--- src/rtl/regfile_wr_arbiter_if.sv ---
`default_nettype none
// ============================================================================
// Module   : regfile_wr_arbiter_if
// Purpose  : Bundles the two writeback request channels and the regfile
//            write port of regfile_wr_arbiter.
// Ports    : v0/a0/d0/r0  req0 (ALU writeback) valid/addr/data/ready
//            v1/a1/d1/r1  req1 (load writeback) valid/addr/data/ready
//            wen/wadd/wdata  registered regfile write port
//            busy         arbiter is holding the grant for req1
//            grant_cnt    saturating count of writes that reached the regfile
// Modports : slave  - the arbiter
//            master - the writeback stage / regfile side
// Revision : 1.0  initial release
// ============================================================================
interface regfile_wr_arbiter_if #(
  parameter int AW = 5,
  parameter int DW = 32
);
  logic          v0;
  logic [AW-1:0] a0;
  logic [DW-1:0] d0;
  logic          r0;
  logic          v1;
  logic [AW-1:0] a1;
  logic [DW-1:0] d1;
  logic          r1;
  logic          wen;
  logic [AW-1:0] wadd;
  logic [DW-1:0] wdata;
  logic          busy;
  logic [7:0]    grant_cnt;

  modport slave (
    input  v0, a0, d0, v1, a1, d1,
    output r0, r1, wen, wadd, wdata, busy, grant_cnt
  );

  modport master (
    output v0, a0, d0, v1, a1, d1,
    input  r0, r1, wen, wadd, wdata, busy, grant_cnt
  );
endinterface
`default_nettype wire

--- src/rtl/regfile_wr_arbiter.sv ---
`default_nettype none
// ============================================================================
// Module   : regfile_wr_arbiter
// Purpose  : Shares the single regfile write port between req0 (ALU
//            writeback) and req1 (load writeback). Fixed priority to req0
//            with a burst limit so a pending req1 is served after at most
//            MAX_BURST consecutive req0 grants. Writes to register 0 are
//            acknowledged but never reach the regfile.
// Ports    : clk          rising-edge clock
//            rst          synchronous, active-low reset
//            bus          regfile_wr_arbiter_if.slave (requests + write port)
//            Optional (macro RF_BYPASS_EN defined):
//            ra1, ra2     read addresses
//            rf_rd1/2     raw regfile read data
//            fwd_rd1/2    read data forwarded from the pending write
// Params   : AW (address width), DW (data width), MAX_BURST (1..15)
// Revision : 1.0  initial release
// ============================================================================
module regfile_wr_arbiter #(
  parameter int AW        = 5,
  parameter int DW        = 32,
  parameter int MAX_BURST = 4
) (
  input  wire logic          clk,
  input  wire logic          rst,
  regfile_wr_arbiter_if.slave bus
`ifdef RF_BYPASS_EN
  ,
  input  wire logic [AW-1:0] ra1,
  input  wire logic [AW-1:0] ra2,
  input  wire logic [DW-1:0] rf_rd1,
  input  wire logic [DW-1:0] rf_rd2,
  output logic      [DW-1:0] fwd_rd1,
  output logic      [DW-1:0] fwd_rd2
`endif
);

  localparam logic [3:0] c_max_burst = 4'(MAX_BURST);

  typedef enum logic [1:0] {
    IDLE   = 2'd0,
    BURST0 = 2'd1,
    LOCK1  = 2'd2
  } state_t;

  state_t        r_state;
  state_t        w_state_nxt;
  logic [3:0]    r_cnt;
  logic [3:0]    w_cnt_nxt;
  logic [3:0]    w_cnt_inc;
  logic          w_g0;
  logic          w_g1;
  logic          w_xfer;
  logic [AW-1:0] w_addr;
  logic [DW-1:0] w_data;

  logic          r_wen;
  logic [AW-1:0] r_wadd;
  logic [DW-1:0] r_wdata;
  logic [7:0]    r_gcnt;

  assign w_cnt_inc = r_cnt + 4'd1;

  // --------------------------------------------------------------------------
  // State register
  // --------------------------------------------------------------------------
  always_ff @(posedge clk) begin
    if (!rst) begin
      r_state <= IDLE;
      r_cnt   <= 4'd0;
    end else begin
      r_state <= w_state_nxt;
      r_cnt   <= w_cnt_nxt;
    end
  end

  // --------------------------------------------------------------------------
  // Grant / next-state logic. IDLE and BURST0 apply the same priority rule;
  // they differ only in that the burst counter is known to be zero in IDLE.
  // Grants are suppressed while reset is asserted.
  // --------------------------------------------------------------------------
  always_comb begin
    w_state_nxt = r_state;
    w_cnt_nxt   = r_cnt;
    w_g0        = 1'b0;
    w_g1        = 1'b0;
    if (rst) begin
      case (r_state)
        LOCK1: begin
          // One shot for req1; if it has withdrawn, nothing is granted.
          w_g1        = bus.v1;
          w_state_nxt = IDLE;
          w_cnt_nxt   = 4'd0;
        end
        IDLE, BURST0: begin
          if (bus.v0) begin
            w_g0 = 1'b1;
            if (bus.v1) begin
              // req1 is waiting: this req0 grant counts toward the limit.
              if (w_cnt_inc == c_max_burst) begin
                w_state_nxt = LOCK1;
                w_cnt_nxt   = 4'd0;
              end else begin
                w_state_nxt = BURST0;
                w_cnt_nxt   = w_cnt_inc;
              end
            end else begin
              w_state_nxt = IDLE;
              w_cnt_nxt   = 4'd0;
            end
          end else begin
            w_g1        = bus.v1;
            w_state_nxt = IDLE;
            w_cnt_nxt   = 4'd0;
          end
        end
        default: begin
          w_state_nxt = IDLE;
          w_cnt_nxt   = 4'd0;
        end
      endcase
    end
  end

  assign bus.r0 = w_g0;
  assign bus.r1 = w_g1;
  assign bus.busy = (r_state == LOCK1);

  assign w_xfer = w_g0 | w_g1;
  assign w_addr = w_g0 ? bus.a0 : bus.a1;
  assign w_data = w_g0 ? bus.d0 : bus.d1;

  // --------------------------------------------------------------------------
  // Registered write port. A register-0 transfer still updates wadd/wdata
  // (the slot is consumed) but never raises wen or bumps grant_cnt.
  // --------------------------------------------------------------------------
  always_ff @(posedge clk) begin
    if (!rst) begin
      r_wen   <= 1'b0;
      r_wadd  <= '0;
      r_wdata <= '0;
      r_gcnt  <= 8'd0;
    end else begin
      r_wen <= w_xfer && (w_addr != '0);
      if (w_xfer) begin
        r_wadd  <= w_addr;
        r_wdata <= w_data;
      end
      if (w_xfer && (w_addr != '0) && (r_gcnt != 8'hFF)) begin
        r_gcnt <= r_gcnt + 8'd1;
      end
    end
  end

  assign bus.wen       = r_wen;
  assign bus.wadd      = r_wadd;
  assign bus.wdata     = r_wdata;
  assign bus.grant_cnt = r_gcnt;

`ifdef RF_BYPASS_EN
  // Forward the write sitting in the output register, which the regfile has
  // not captured yet; register 0 is never forwarded.
  assign fwd_rd1 = (r_wen && (r_wadd == ra1) && (ra1 != '0)) ? r_wdata : rf_rd1;
  assign fwd_rd2 = (r_wen && (r_wadd == ra2) && (ra2 != '0)) ? r_wdata : rf_rd2;
`endif

endmodule
`default_nettype wire

--- src/flat_wrapper.sv ---
// flat-port wrapper written by rule: the top's interface ports become plain ports
module regfile_wr_arbiter_flat 
#(
  parameter int AW        = 5,
  parameter int DW        = 32,
  parameter int MAX_BURST = 4
)
  (clk, rst, bus_v0, bus_a0, bus_d0, bus_v1, bus_a1, bus_d1, bus_r0, bus_r1, bus_wen, bus_wadd, bus_wdata, bus_busy, bus_grant_cnt);
  regfile_wr_arbiter_if #(.AW(AW), .DW(DW)) bus_i ();
  input  wire logic clk;
  input  wire logic rst;
  input wire logic [$bits(bus_i.v0)-1:0] bus_v0;
  input wire logic [$bits(bus_i.a0)-1:0] bus_a0;
  input wire logic [$bits(bus_i.d0)-1:0] bus_d0;
  input wire logic [$bits(bus_i.v1)-1:0] bus_v1;
  input wire logic [$bits(bus_i.a1)-1:0] bus_a1;
  input wire logic [$bits(bus_i.d1)-1:0] bus_d1;
  output wire logic [$bits(bus_i.r0)-1:0] bus_r0;
  output wire logic [$bits(bus_i.r1)-1:0] bus_r1;
  output wire logic [$bits(bus_i.wen)-1:0] bus_wen;
  output wire logic [$bits(bus_i.wadd)-1:0] bus_wadd;
  output wire logic [$bits(bus_i.wdata)-1:0] bus_wdata;
  output wire logic [$bits(bus_i.busy)-1:0] bus_busy;
  output wire logic [$bits(bus_i.grant_cnt)-1:0] bus_grant_cnt;
  assign bus_i.v0 = bus_v0;
  assign bus_i.a0 = bus_a0;
  assign bus_i.d0 = bus_d0;
  assign bus_i.v1 = bus_v1;
  assign bus_i.a1 = bus_a1;
  assign bus_i.d1 = bus_d1;
  assign bus_r0 = bus_i.r0;
  assign bus_r1 = bus_i.r1;
  assign bus_wen = bus_i.wen;
  assign bus_wadd = bus_i.wadd;
  assign bus_wdata = bus_i.wdata;
  assign bus_busy = bus_i.busy;
  assign bus_grant_cnt = bus_i.grant_cnt;
  regfile_wr_arbiter #(.AW(AW), .DW(DW), .MAX_BURST(MAX_BURST)) u_core (.clk(clk), .rst(rst), .bus(bus_i));
endmodule
--- config.mk ---
export PLATFORM = sky130hd
export DESIGN_NAME = regfile_wr_arbiter_flat
export DESIGN_NICKNAME = d
export VERILOG_FILES = /design/src/rtl/regfile_wr_arbiter_if.sv /design/src/rtl/regfile_wr_arbiter.sv /design/src/flat_wrapper.sv
export SDC_FILE = /design/constraint.sdc
export NUM_CORES = 1
export LEC_CHECK = 0
export BUFFER_PORTS_ARGS = -buffer_cell sky130_fd_sc_hd__buf_4
export CELL_PAD_IN_SITES_DETAIL_PLACEMENT = 2
export CELL_PAD_IN_SITES_GLOBAL_PLACEMENT = 2
export CORE_MARGIN = 2
export CORE_UTILIZATION = 25
export CTS_CLUSTER_SIZE = 28
export DETAILED_ROUTE_END_ITERATION = 6
export PLACE_DENSITY_LB_ADDON = 0.1
export RECOVER_POWER = 100
export SETUP_SLACK_MARGIN = 0.3
export SYNTH_ARGS = -nofsm -noshare
export SYNTH_HDL_FRONTEND = slang
export SYNTH_SLANG_ARGS = --single-unit
--- constraint.sdc ---
create_clock -name clk -period 2.6 [get_ports clk]
set_input_delay 0.13 -clock clk [delete_from_list [all_inputs] [get_ports clk]]
set_output_delay 0.13 -clock clk [all_outputs]
set_load 0.05 [all_outputs]
# --- Word level (Yosys, flattened, before mapping) ---
# Cells that the tools add are included.
totals:
  memories: 0
  romBits: 0
  ff_bits: 52
  latchBits: 0
  ram_bits: 0
  elab_cells: 33
  in_bits: 78
  output_inout_bits: 49
classes:
  div_mod_pow: 0
  n_mul: 0
  eq_ne: 4
  n_mux: 9
  reduce_logical: 7
  n_addsub: 2
  bitwise: 5
  shift: 0
  n_lt_le_gt_ge: 0
op_table:
  columns: ["op", "n"]
  rows:
  - ["$mux W32", 1]
  - ["$add A8 B1 Y8 const B", 1]
  - ["$ne A8 B8 Y1 const B", 1]
  - ["$mux W1", 5]
  - ["$mux W5", 1]
  - ["$reduce_bool A5 Y1", 1]
  - ["$reduce_or A5 Y1", 1]
  - ["$add A4 B1 Y4 const B", 1]
  - ["$eq A4 B3 Y1 const B", 1]
  - ["$not A1 Y1", 4]
  - ["$reduce_and A4 Y1", 1]
  - ["$eq A2 B1 Y1 const B", 1]
  - ["$eq A2 B2 Y1 const B", 1]
  - ["$logic_and A1 B1 Y1", 2]
  - ["$logic_not A2 Y1", 1]
  - ["$mux W2", 1]
  - ["$pmux W1 S2", 1]
  - ["$reduce_or A2 Y1", 1]
  - ["$or A1 B1 Y1", 1]

# --- Logic depth before layout (Yosys ltp) ---
# Gate-level depths: netlist of run 1.
depth:
  depth_word: 8
  mapped_depth: 7
  depth_no_buf: 6

# --- Worst setup path after synthesis of run 1 ---
# Ideal clock, no wire load.
synth_timing:
  kind: "register -> register"
  startpoint: "register u_core.r_gcnt[0] (netlist: u_core.bus.grant_cnt[0])"
  endpoint: "register u_core.r_gcnt[5] (netlist: u_core.bus.grant_cnt[5])"
  arrival_ns: 1.904
  setup_time_ns: 0.149
  n_path_buf: 0
  period_less_slack_ns: 2.053
  stages_incl_launch_ff: 7
  path_slack_ns: 0.547
  t_required_ns: 2.451
  path_cell_list: "dfxtp_1 > ha_1 > nand2_1 > or3_2 > nand4_1 > nor3_1 > mux2i_1"
synth_between:
  elab_chain_len: 2
  word_cells_on_any_way: 3
  classes_between: "1 x add/sub; 1 x eq/ne; 1 x reduce/logical"
synth_lines:
  columns: ["item", "line", "text"]
  rows:
  - ["from (decl)", "regfile_wr_arbiter.sv:60", "logic [7:0] r_gcnt;"]
  - ["from (signal assigned)", "regfile_wr_arbiter.sv:150", "r_gcnt <= r_gcnt + 8'd1;"]
  - ["branches (longest 2 deep; another with $add A8 B1 Y8)", null, null]
# Parallel ways; which one is timed is not known.
# A chain may end at the register's enable or synchronous reset.

# --- Worst setup path after layout of run 1 ---
layout_timing:
  startpoint: "register u_core.r_state[1]"
  endpoint: "register u_core.r_wdata[30] (netlist: u_core.bus.wdata[30])"
layout_between:
  elab_chain_len: 5
  word_cells_on_any_way: 10
  classes_between: "2 x eq/ne; 5 x mux; 1 x bitwise; 2 x reduce/logical"
layout_lines:
  columns: ["item", "line", "text"]
  rows:
  - ["from (decl)", "regfile_wr_arbiter.sv:46", "state_t r_state;"]
  - ["from (signal assigned)", "regfile_wr_arbiter.sv:72", "r_state <= w_state_nxt;"]
  - ["$eq A2 B1 Y1 or $logic_not A2 Y1 (tied branches)", "regfile_wr_arbiter.sv:88", "case (r_state)"]
  - ["$reduce_or A2 Y1", "regfile_wr_arbiter.sv:88", null]
  - ["$pmux W1 S2 or $mux W1 (tied branches)", "regfile_wr_arbiter.sv:88", null]
  - ["$mux W1", "regfile_wr_arbiter.sv:87", "if (rst) begin"]
  - ["$or A1 B1 Y1 or $mux W32 (tied branches)", "regfile_wr_arbiter.sv:129, regfile_wr_arbiter.sv:131", null]
  - ["to (signal assigned)", "regfile_wr_arbiter.sv:147", "r_wdata <= w_data;"]
  - ["to (decl)", "regfile_wr_arbiter.sv:59", "logic [DW-1:0] r_wdata;"]
# Several ways; a longest one is shown, not always the timed one.

==> metrics.txt, run 1 <==
status finished clean; crit share post-route ~84%; Finished Cell Area 3220 sq um; WP data arrival 2.38 ns; reg2reg end u_core.bus.wdata[30]; DIE HEIGHT 99.4 um; Hold Crit Endpoint u_core.r_state[1]; Data required, critical path around 2.8 ns; TritonCTS clock tree built; Worst-Margin Slew 0.792 ns; type of element launching the critical path register; Combinational Power Share 29.5%; Starting Density about 26%; placed cell areas around 3300 sq um; Fin Setup TNS 0 ns; total track usage 16.3%; PortBufs about 130; Max H-tree Level 2; # rows 34; critical-path maximum fanout 74; multi-input logic area about 1100 sq um; Die Wd slightly below 100 um; Synth async-reset ratio 0%; dominant synthesized flop cell dfxtp_1; Num CTS Buffers 5; clk slew on worst S/H paths 0.09 ns; Total Wirelength a little over 8000 um; GRT overflow 0; Ys Warns 0; fraction of power spent switching nets between 30 and 40%; WHS slightly above 0.07 ns; Peak VDD IR approximately 0.00022 V; Cell Chain, Critical Path nand3b_1 > o21ai_4 > clkbuf_4 > nor2_1 > a311oi_1; clock share of power 24.8%; register area around 1000 sq um; Setup crit end kind register; # clock sinks 52; drt first pass iters 4; HP Start bus_v1; Post-DRT Antenna Nets 0; die area approximately 10000 sq um; Reg2Reg Depth 5; post-synth top area share a little under half; Filler Cells Inserted between 1,000 and 1,500; crit-path max cell delay between 0.6 and 0.7 ns; Post-Syn Instances roughly 280; Resize count post-CTS 0; Max clock buf depth 2; Tmin final roughly 2.2 ns; RePlAce Congestion 0.704; Vias/cell about 4.9; drt initial violations 70; fraction of layout cells with a size suffix above 1 ~24%; Hold Path Class primary input to register; Hold Path Depth 2; Power, Total around 2.0 mW; worst r2r src u_core.r_state[1]; initial antenna violation count 0; largest net degree at the start of global routing 75; Core Box Area between 8000 and 9000 sq um; Pins Over Slew Limit 0; number of max-cap violations 0; root buffer cell clkbuf_8; endpoints failing hold 0; Yosys top cell by area dfxtp_1; Lkg Pwr around 1.4 nW; Sequential Power Share 45.7%; internal power around 1.3 mW; Net Count, Synth between 300 and 400; Pwr per Cell Area ~600 nW/um^2; DRC viols 0; number of global-route vias before repair 2,601; post-CTS setup buffers 0; Post-synth EDFFs 0; crit path kind register to register; io pins between 100 and 150; Psw 737 uW; global-route wire length before repair approximately 13,000 um; vias post-DR between 2,000 and 2,500; distinct cell type count after synthesis 35; hpwl dp approximately 6000 um; wire per inst around 16 um; latest clock arrival within the worst-skew pair approximately 0.31 ns; fin nets about 480; register bit count reported by yosys 52; Worst Skew ~0.0094 ns; fmax approximately 460 MHz; Mapped Area approximately 2300 sq um; RSZ-0062 raised after global routing false; Post-Syn Area per Cell approximately 8.1 sq um; final setup vio count 0; Worst R2R Setup Slack between 0.4 and 0.5 ns; post-synthesis sequential area ratio 45.8%; P&R area growth vs syn 41.6%; relative slew slack approximately 47%; ant diodes 0; largest cells by area after synthesis dfxtp_1, a311oi_1, nand2_1, nor2_1, mux2i_1; critical path's slowest cell clkbuf_4; cts hold-fix bufs 0
-- layout by cell type (no fill, tap or decap), types with 2 or more instances in the layout --
| cell type | n |
|---|---|
| nor2b_1 | 2 |
| dfxtp_1 | 52 |
| o31ai_1 | 3 |
| ha_1 | 2 |
| inv_1 | 5 |
| nor3_1 | 3 |
| nand2_1 | 84 |
| nand3_1 | 3 |
| mux2i_1 | 4 |
| nand4_1 | 3 |
| clkinv_2 | 2 |
| o211ai_1 | 2 |
| buf_4 | 80 |
| a311oi_1 | 37 |
| nor2_1 | 41 |
| clkbuf_8 | 6 |
| clkbuf_1 | 48 |
-- power groups by stage --
stage                     Combinational, mW  Sequential, mW  Clock, mW
after CTS                             0.653           0.911      0.518
after global routing                  0.635           0.920      0.549
after floorplan                       0.172            1.15          0
after detailed placement              0.653           0.930          0
final                                 0.587           0.909      0.492
after global placement                0.641           0.926          0
-- critical path, delay by kind of cell (launching register included) --
| family | cells | cell delay, ns |
|---|---|---|
| AO/OA/AOI/OAI | 2 | 0.49 |
| flip-flops | 1 | 0.34 |
| buffers and inverters | 1 | 0.66 |
| AND/OR/NAND/NOR | 2 | 0.54 |
-- worst max path at each step --
stage | start | to | slack (ns) | cells after the start
6_report | u_core.r_state[1] | u_core.bus.wdata[30] | 0.42 | 5
3_3_place_gp | u_core.r_state[1] | u_core.bus.wdata[29] | 0.73 | 5
2_1_floorplan | u_core.bus.grant_cnt[0] | u_core.bus.grant_cnt[5] | 0.55 | 6
4_1_cts | u_core.r_state[1] | u_core.bus.wdata[30] | 0.59 | 5
3_5_place_dp | u_core.r_state[1] | u_core.bus.wdata[30] | 0.58 | 5
5_1_grt | u_core.r_state[1] | u_core.bus.wdata[23] | 0.23 | 5
-- cell usage after synthesis, types with 2 or more instances --
master / count
nand3_1: 3
dfxtp_1: 52
o211ai_1: 2
buf_2: 7
nor2b_1: 2
nor2_1: 41
nor3_1: 3
a311oi_1: 37
inv_1: 5
o31ai_1: 3
and2_1: 2
mux2i_1: 4
nand2_1: 84
nand4_1: 3
clkbuf_1: 9
ha_1: 2
buf_1: 4
-- area by class of cell --
type / instances / share of cell area (%)
clock buffers: 6 / 2.56
well taps: 108 / 4.19
inverters: 6 / 0.738
repair buffers: 130 / 25.1
flip-flops and latches: 52 / 32.3
clock inverters: 2 / 0.311
multi-input cells: 202 / 34.8
-- kinds of logic after synthesis --
| kind of cell | count (synthesis) | synth area share [%] |
|---|---|---|
| compound gates | 46 | 18.0 |
| xor+xnor | 2 | 0.770 |
| fa+ha+maj | 2 | 1.10 |
| buf+inv | 27 | 5.12 |
| flops | 52 | 45.8 |
| mux | 4 | 1.76 |
| simple gates | 148 | 27.4 |
-- per-layer routing --
| metal | global-route usage [%] | vias up | wire length [um] |
|---|---|---|---|
| li1 | - | 1211 | - |
| met1 | 20.7 | 1169 | 3590 |
| met2 | 26.9 | 85 | 3770 |
| met3 | 5.06 | 7 | 665 |
| met4 | 4.32 | 0 | 117 |
| met5 | 0 | - | 0 |
-- sequential cells by signal, indices dropped and copies added (netlist names) --
register	count
u_core.r_cnt	4
u_core.bus.wen	1
u_core.bus.grant_cnt	8
u_core.bus.wdata	32
u_core.r_state	2
u_core.bus.wadd	5
-- per-stage QoR --
step           setup WS (ns)  cells  utilization, %
4_1_cts                0.588    506            38.9
2_1_floorplan          0.547    281               -
6_report               0.424    506            36.8
3_3_place_gp           0.731    498            37.8
3_5_place_dp           0.583    498            37.8
5_1_grt                0.231    506            36.8
No activity file was read; power rests on OpenSTA's default activity.
==> run 2, diff against run 1 <==
- ABC_AREA: default -> 1
- CORE_UTILIZATION: 25 -> 21
- clock period: 2.6 -> 1.95 ns (I/O delays scaled with it)
==> run 2 against run 1 <==
Effect of this change: final cell count grew 16%; critical path depth grew 3; largest power group unchanged; sequential share of layout area shrank 3.6 points; largest cell class unchanged; highest routed layer unchanged; hold slack lost 0.021 ns.
==> metrics.txt, run 2 <==
status finished clean; WP data arrival 1.96 ns (-0.42 ns); Setup crit end kind register; Data required, critical path 2.19 ns (-0.62 ns); Synth async-reset ratio 0% (unchanged); RSZ-0062 raised after global routing true; commonest cells after routing, fill and taps aside buf_4, nand2_1, clkbuf_1, dfxtp_1, a31oi_1; dominant synthesized flop cell dfxtp_1; top routing layer in use met4; distinct cell type count after synthesis 28 (-20%); HP Start bus_d1[17]; # clock sinks 52 (unchanged); PortBufs 126 (unchanged); Power, Total 2.62 mW (+32%); drt initial violations 58 (-17%); Hold Crit Endpoint u_core.bus.wdata[17]; RePlAce Congestion 0.773 (+9.7%); hpwl dp 6700 um (+11%); Post-Syn Area per Cell 7.73 sq um (-4.6%); clk slew on worst S/H paths 0.10 ns (about the same); reg2reg end u_core.bus.grant_cnt[2]; fin nets 525 (+10%); Num CTS Buffers 5 (unchanged); Pwr per Cell Area 713 nW/um^2 (+16%); critical-path maximum fanout 6 (-92%); DRC viols 0 (unchanged); routed wire length on met3 700 um (+5.3%); Worst-Margin Slew 0.689 ns (-0.102 ns); DIE HEIGHT 110 um (+10%); # rows 38 (+12%); Non-Filler Instances 586 (+16%); Mapped Area 2350 sq um (+3.2%); Max clock buf depth 2 (unchanged); Yosys top cell by area dfxtp_1; crit path kind register to register; latest clock arrival within the worst-skew pair 0.31 ns (about the same); global-route wire length before repair 14,600 um (+13%); wire per inst 17.0 um (+5.5%); ant diodes 0 (unchanged); fraction of layout cells with a size suffix above 1 30.5% (+6.1 points); post-synth top area share 44.3% (-1.4 points); Peak VDD IR 0.000264 V (+22%); Vias/cell 4.63 (-5.2%); Finished Cell Area 3670 sq um (+14%); Post-synth EDFFs 0 (unchanged); endpoints failing hold 0 (unchanged); drt first pass iters 4 (unchanged); number of max-cap violations 0 (unchanged); Hold Path Depth 3 (+1); largest net degree at the start of global routing 29 (-61%); vias post-DR 2,714 (+9.8%); Post-DRT Antenna Nets 0 (unchanged); Lkg Pwr 1.59 nW (+17%); most common cell after layout, fill and taps aside buf_4; post-synthesis sequential area ratio 44.3% (-1.4 points); number of global-route vias before repair 2,834 (+9.0%); worst r2r src u_core.r_state[1]; die area 12,000 sq um (+22%); met2 wire length 5010 um (+33%); P&R area growth vs syn 56.4%; TritonCTS clock tree built; Hold Path Class primary input to register; Core Box Area 10,900 sq um (+24%); met1 WL 4140 um (+15%); largest cells by area after synthesis dfxtp_1, nand2_1, a31oi_1, o21ai_0, buf_6; GRT overflow 0 (unchanged); relative slew slack 54.2% (+7.0 points); type of element launching the critical path register; root buffer cell clkbuf_8; io pins 127 (unchanged); Tmin final 1.72 ns (-0.456 ns); crit share post-route 88.2% (+4.5 points); count leader, synth nand2_1; final setup vio count 0 (unchanged); Commonest cells post-synth nand2_1, dfxtp_1, a31oi_1, o21ai_0, nor2_1; Fin Setup TNS 0 ns (unchanged); Die Wd 110 um (+10%); Pins Over Slew Limit 0 (unchanged); Net Count, Synth 384 (+6.4%); Worst Skew 0.00328 ns (-0.00615 ns); Max H-tree Level 2 (unchanged); fmax 581 MHz (+27%); Starting Density 21.6% (-4.4 points); initial antenna violation count 0 (unchanged); total track usage 15.7% (-0.60 points); cts hold-fix bufs 0 (unchanged); Placed Cells 560 (+12%); Ys Warns 0 (unchanged); register bit count reported by yosys 52 (unchanged); Worst R2R Setup Slack 0.23 ns (-0.19 ns); Total Wirelength 9950 um (+22%); Post-Syn Instances 304 (+8.2%); max reg flops 32 (unchanged); Reg2Reg Depth 8 (+3); placed cell areas 3450 sq um (+4.2%)
==> run 2: cell count changes after synthesis, moves of 5 or more <==
cell | before | now
a21oi_1 | 1 | 6
nor2_1 | 41 | 14
a311oi_1 | 37 | 0
a31oi_1 | 0 | 36
o21ai_1 | 0 | 10
buf_6 | 0 | 6
o21ai_0 | 0 | 28
inv_1 | 5 | 11
nand4_1 | 3 | 10
==> run 2: cells by family (layout without fill, tap and decap cells) <==
group,count (synthesis),count (layout),share of synthesized area (%)
buf+inv,33,172,7.56
simple gates,130,133,25.5
fa+ha+maj,2,2,1.07
xor+xnor,6,6,2.24
compound gates,81,81,19.3
flops,52,52,44.3
==> run 2: power breakdown <==
group          switching, mW  internal (mW)
clock network          0.378          0.285
logic                  0.513          0.270
registers             0.0385           1.13
==> run 2: worst max-delay path by stage <==
stage | from | to | slack [ns] | cells after the start
after floorplan | u_core.bus.grant_cnt[1] | u_core.bus.grant_cnt[0] | 0.33 | 8
after global placement | u_core.r_state[1] | u_core.bus.grant_cnt[3] | 0.25 | 8
after detailed placement | u_core.r_state[1] | u_core.bus.grant_cnt[3] | 0.24 | 8
after CTS | u_core.r_state[1] | bus_r1 | 0.27 | 6
after global routing | u_core.r_state[1] | u_core.bus.grant_cnt[2] | 0.15 | 8
final | u_core.r_state[1] | u_core.bus.grant_cnt[2] | 0.23 | 8
==> run 2: per-stage QoR <==
stage	setup WS [ns]	hold WS, ns	utilization (%)
6_report	0.230	0.0494	33.7
5_1_grt	0.148	0.0349	33.7
4_1_cts	0.268	0.0328	33.6
3_5_place_dp	0.236	0.383	31.7
3_3_place_gp	0.251	0.377	31.7
2_1_floorplan	0.325	0.249	-
==> run 2: final cells by class <==
type | instances | area, sq um
tap | 140 | 175
sequential | 52 | 1050
clock buffer | 6 | 82.6
multi-input combinational | 222 | 1210
inverter | 13 | 52.6
clock inverter | 2 | 10.0
fill | 1303 | 7210
timing repair buffer | 151 | 1080
==> run 2: per-layer routing <==
metal	vias up	GRT usage, %
li1	1330	-
met2	75	28.4
met4	0	3.53
met1	1302	18.3
met3	7	4.51
met5	-	0
==> run 2: what timing repair did <==
action                     4_1_cts  5_1_grt
gates cloned                     1        6
pin swaps                        2        7
setup endpoints to repair       36       47
gates resized for setup         11       18
buffers inserted                 5        6
==> run 2: worst max-delay path, stage by stage (launching register included) <==
cell and delay, ns:
dfxtp_1 0.39, inv_4 0.07, or2_4 0.24, o21ai_2 0.09, nand3_4 0.15, nand2_8 0.15, clkbuf_1 0.23, nand4_1 0.17
a21oi_1 0.17
